$ cat config.mk
export PLATFORM = sky130hd
export DESIGN_NAME = mem_stage_ctrl
export DESIGN_NICKNAME = d
export VERILOG_FILES = /design/src/rtl/mem_pkg.sv /design/src/rtl/memwb_reg.sv /design/src/rtl/mem_stage_ctrl.sv
export SDC_FILE = /design/constraint.sdc
export NUM_CORES = 1
export LEC_CHECK = 0
export ABC_AREA = 1
export CORE_AREA = 2 2 122 153
export DETAILED_ROUTE_END_ITERATION = 12
export DIE_AREA = 0 0 124 155
export PLACE_DENSITY_LB_ADDON = 0.05
export SLEW_MARGIN = 20
export SYNTH_ARGS = -nofsm -noshare
export SYNTH_HDL_FRONTEND = slang
export SYNTH_HIERARCHICAL = 1
export SYNTH_SLANG_ARGS = --single-unit
$ cat constraint.sdc
create_clock -name clock -period 3.39 [get_ports clock]
set_input_delay 0.678 -clock clock [delete_from_list [all_inputs] [get_ports clock]]
set_output_delay 0.678 -clock clock [all_outputs]
set_load 0.005 [all_outputs]
$ cat src/rtl/mem_pkg.sv
`default_nettype none
// +----------------------------------------------------------------------+
// | mem_pkg : shared types and constants for the MEM stage controller     |
// | Revision: 1.0                                                         |
// +----------------------------------------------------------------------+
package mem_pkg;

    localparam int DATA_W_DEF = 32;
    localparam int REG_W_DEF  = 5;

    typedef enum logic [1:0] {
        ST_IDLE = 2'd0,
        ST_BUSY = 2'd1,
        ST_DONE = 2'd2
    } mem_state_t;

    typedef struct packed {
        logic reg_write;
        logic mem_to_reg;
    } memwb_ctrl_t;

    localparam memwb_ctrl_t MEMWB_BUBBLE = '{reg_write: 1'b0, mem_to_reg: 1'b0};

endpackage
`default_nettype wire

$ cat src/rtl/memwb_reg.sv
`default_nettype none
// +----------------------------------------------------------------------+
// | memwb_reg : MEM/WB pipeline register with load and bubble controls    |
// | Revision: 1.0                                                         |
// +----------------------------------------------------------------------+
module memwb_reg
    import mem_pkg::*;
#(
    parameter int DATA_W = DATA_W_DEF,
    parameter int REG_W  = REG_W_DEF
) (
    input  logic              clock,
    input  logic              reset_n,
    input  logic              load,
    input  logic              bubble,
    input  logic              reg_write_in,
    input  logic              mem_to_reg_in,
    input  logic [DATA_W-1:0] result_in,
    input  logic [DATA_W-1:0] read_data_in,
    input  logic [REG_W-1:0]  reg_dest_in,
    output logic              reg_write,
    output logic              mem_to_reg,
    output logic [DATA_W-1:0] result,
    output logic [DATA_W-1:0] read_data,
    output logic [REG_W-1:0]  reg_dest
);

    // A bubble only clears the control fields; data fields keep their value.
    always_ff @(posedge clock or negedge reset_n) begin
        if (!reset_n) begin
            reg_write  <= 1'b0;
            mem_to_reg <= 1'b0;
            result     <= '0;
            read_data  <= '0;
            reg_dest   <= '0;
        end else if (bubble) begin
            reg_write  <= MEMWB_BUBBLE.reg_write;
            mem_to_reg <= MEMWB_BUBBLE.mem_to_reg;
        end else if (load) begin
            reg_write  <= reg_write_in;
            mem_to_reg <= mem_to_reg_in;
            result     <= result_in;
            read_data  <= read_data_in;
            reg_dest   <= reg_dest_in;
        end
    end

endmodule
`default_nettype wire

$ cat src/rtl/mem_stage_ctrl.sv
`default_nettype none
// +----------------------------------------------------------------------+
// | mem_stage_ctrl : MIPS MEM stage, data-memory handshake and stall      |
// | Optional macro MEM_ALIGN_CHECK_EN adds misalignment detection.        |
// | Revision: 1.0                                                         |
// +----------------------------------------------------------------------+
module mem_stage_ctrl
    import mem_pkg::*;
#(
    parameter int DATA_W = DATA_W_DEF,
    parameter int REG_W  = REG_W_DEF
) (
    input  logic              clock,
    input  logic              reset_n,
    input  logic              iMemRead,
    input  logic              iMemWrite,
    input  logic              iMemToReg,
    input  logic              iRegWrite,
    input  logic              iBranchs,
    input  logic              iZero,
    input  logic [DATA_W-1:0] iResult,
    input  logic [DATA_W-1:0] iB,
    input  logic [REG_W-1:0]  iRegDest,
    input  logic [DATA_W-1:0] iBranch,
    output logic              oStall,
    output logic              oPCSrc,
    output logic [DATA_W-1:0] oBranchTarget,
    output logic              dmem_req,
    output logic              dmem_we,
    output logic [DATA_W-1:0] dmem_addr,
    output logic [DATA_W-1:0] dmem_wdata,
    input  logic              dmem_ready,
    input  logic [DATA_W-1:0] dmem_rdata,
    output logic              oRegWrite,
    output logic              oMemToReg,
    output logic [DATA_W-1:0] oResult,
    output logic [DATA_W-1:0] oReadData,
    output logic [REG_W-1:0]  oRegDest
`ifdef MEM_ALIGN_CHECK_EN
    ,
    output logic              oAlignErr
`endif
);

    mem_state_t        state;
    logic [DATA_W-3:0] addr_word;
    logic [DATA_W-1:0] rdata_q;
    logic              mem_op;
    logic              misaligned;
    logic              start;
    logic              align_bubble;
    logic              memwb_load;

    assign mem_op = iMemRead | iMemWrite;

`ifdef MEM_ALIGN_CHECK_EN
    assign misaligned = mem_op && (iResult[1:0] != 2'b00);
`else
    assign misaligned = 1'b0;
`endif

    assign start         = (state == ST_IDLE) && mem_op && !misaligned;
    assign align_bubble  = (state == ST_IDLE) && misaligned;
    assign oStall        = start || (state == ST_BUSY);
    assign memwb_load    = ((state == ST_IDLE) && !mem_op) || (state == ST_DONE);
    assign oPCSrc        = iBranchs & iZero;
    assign oBranchTarget = iBranch;
    // Only word-aligned addresses ever reach the memory.
    assign dmem_addr     = {addr_word, 2'b00};

    always_ff @(posedge clock or negedge reset_n) begin
        if (!reset_n) begin
            state      <= ST_IDLE;
            dmem_req   <= 1'b0;
            dmem_we    <= 1'b0;
            addr_word  <= '0;
            dmem_wdata <= '0;
            rdata_q    <= '0;
        end else begin
            case (state)
                ST_IDLE: begin
                    if (start) begin
                        addr_word  <= iResult[DATA_W-1:2];
                        dmem_wdata <= iB;
                        dmem_we    <= iMemWrite & ~iMemRead;
                        dmem_req   <= 1'b1;
                        state      <= ST_BUSY;
                    end
                end
                ST_BUSY: begin
                    if (dmem_ready) begin
                        rdata_q  <= dmem_rdata;
                        dmem_req <= 1'b0;
                        dmem_we  <= 1'b0;
                        state    <= ST_DONE;
                    end
                end
                ST_DONE: begin
                    state <= ST_IDLE;
                end
                default: begin
                    dmem_req <= 1'b0;
                    dmem_we  <= 1'b0;
                    state    <= ST_IDLE;
                end
            endcase
        end
    end

`ifdef MEM_ALIGN_CHECK_EN
    always_ff @(posedge clock or negedge reset_n) begin
        if (!reset_n) begin
            oAlignErr <= 1'b0;
        end else begin
            oAlignErr <= align_bubble;
        end
    end
`endif

    memwb_reg #(
        .DATA_W (DATA_W),
        .REG_W  (REG_W)
    ) u_memwb (
        .clock         (clock),
        .reset_n       (reset_n),
        .load          (memwb_load),
        .bubble        (oStall | align_bubble),
        .reg_write_in  (iRegWrite),
        .mem_to_reg_in (iMemToReg),
        .result_in     (iResult),
        .read_data_in  (rdata_q),
        .reg_dest_in   (iRegDest),
        .reg_write     (oRegWrite),
        .mem_to_reg    (oMemToReg),
        .result        (oResult),
        .read_data     (oReadData),
        .reg_dest      (oRegDest)
    );

endmodule
`default_nettype wire

==> out/qor.yml, run 1 <==
clockRootBuffer: "clkbuf_16"
numCtsBuffers: 17
r2r_slack_ps: 1720
cts_tree: "done"
rows: 55
drtIter0Drc: 249
cts_max_level: 4
setup_tns_ps: 0
synth_top_area_share_pct: 60.5
stdcell_count: 1211
vias: 5458
viasPerCell: 4.51
portBuffers: 246
antenna_found_initial: 2
postCtsSetupBuffers: 0
fin_hold_ws_ps: 281
rsz0062_at_grt: "no"
arrival_ps: 2200
grt_pass1_vias: 5508
wl_per_cell_um: 15.1
path_clk_slew_ps: 70
synthesis.area_mm2: 0.00700
final_cell_mix: "298 x nand2_1, 245 x clkdlybuf4s50_1, 169 x dfrtp_1"
critPathMaxFanout: 3
relSlewSlack_pct: 43.5
die_w_um: 124
cts_buffer_depth: 2
dieArea_mm2: 0.0192
maxSlewViolCount: 0
setup_viol: 0
synth_top_area_cell: "dfrtp_1"
setup_ws_ps: 508
synth-warning-count: 6
start_kind: "input pin"
crit_type: "in2out"
firstDrtPassIters: 4
ys_types: 20
fin_worst_skew_ps: 5.56
grt_max_degree: 127
grt_pass1_wl_um: 29600
placed_cells: 1178
dp_hpwl_um: 12100
insertion_delay_ps: 420
fmax_ghz: 0.347
power_density_mw_per_mm2: 900
die_y_um: 155
place_congestion: 0.773
final_common_cell: "nand2_1"
final_hold_viol_count: 0
overflow: 0
core_mm2: 0.0179
grtUsageTotal_pct: 19.9
syn_avg_cell_area_um2: 9.13
holdCritPathClass: "in2async"
ir_drop_v: 0.000466
fin_nets: 1111
syn_to_final_growth_pct: 43.0
worst_pin_slew_ps: 848
routed_wl_um: 18300
ys_seq_area_share_pct: 60.5
cts-hold-fix-buffers: 0
min_period_ps: 2880
cap_violations: 0
cp_data_required_time_ps: 2710
ys_top_cells_by_area: "dfrtp_1 60%, nand2_1 16%, nand3_1 5.2%"
drive_above_1_share_pct: 7.74
cellLeakagePower_nw: 4.96
cts_resized: 0
dpl_worst_slack_ps: 493
clock-sinks: 169
post-route-period-util_pct: 85.0
end_kind: "primary output"
synthCells: 766
io_pins: 313
drc: 0
initial_core_util_pct: 39.1
status: "complete, no violations"
ant_nets: 0
ys_seq_elements: 169
-- cells by family after synthesis --
kind of cell	share of synthesized area [%]
simple gates	22.8
flops	60.5
buf+inv	11.1
compound gates	5.60
other cells	0.0536
-- final cells by class --
type	count	area, um^2
clock buffers	21	450
clock inverters	11	195
fillers	1675	7890
repair buffers	258	2590
inverters	68	255
multi-input cells	455	1990
well taps	228	285
diodes	1	2.50
flip-flops and latches	169	4230
-- path summary, 6_finish.rpt --
kind	end	startpoint	cells after the start
setup / recovery	oStall	iMemRead	4
hold / removal	u_memwb/result[17]	reset_n	1
setup reg to reg	u_memwb/read_data[17]	state[0]	7
hold reg to reg	u_memwb/mem_to_reg	u_memwb/mem_to_reg	2
max in group asynchronous	u_memwb/read_data[1]	reset_n	2
min in group clock	u_memwb/mem_to_reg	u_memwb/mem_to_reg	2
-- metrics by stage --
stage	power, W	util [%]	cell area [um^2]
3_5_place_dp	0.00698	52.3	9360
5_1_grt	0.00968	55.9	10000
4_1_cts	0.00915	55.9	10000
2_1_floorplan	0.00498	-	7000
6_report	0.00900	55.9	10000
3_3_place_gp	0.00691	52.3	9360
-- per-layer routing --
| layer | part of all wire (%) | wire, um | track usage [%] | vias to the layer above |
|---|---|---|---|---|
| met5 | 0.071 | 13 | 0 | - |
| met2 | 47 | 8540 | 31.9 | 187 |
| li1 | - | - | - | 2734 |
| met3 | 8.6 | 1570 | 6.45 | 32 |
| met1 | 43 | 7780 | 25.1 | 2503 |
| met4 | 1.9 | 351 | 7.38 | 2 |
-- synthesized netlist by cell type, drive strengths merged --
cell	instances
buf	70
inv	68
o21ai	63
clkbuf	5
nor2	4
nand3	73
nand2	311
dfrtp	169
nand3b	1
conb	1
a21oi	1
-- report_power, final --
group | internal (W) | switching (W)
Combinational | 0.00185 | 0.00161
Clock | 0.00133 | 0.000791
Sequential | 0.00293 | 0.000489
Total | 0.00611 | 0.00289
-- worst max-delay path: stages --
cell             delay, ps
clkdlybuf4s50_1        550
nor2_1                  90
a21oi_1                310
clkdlybuf4s50_1        570
(Power assumes the default switching activity.)
==> inputs of run 2 (changes only) <==
HOLD_SLACK_MARGIN = 0.06   (was default)
==> results of run 2 <==
Same layout as run 1: the final DEF is identical, and so are final timing and power.
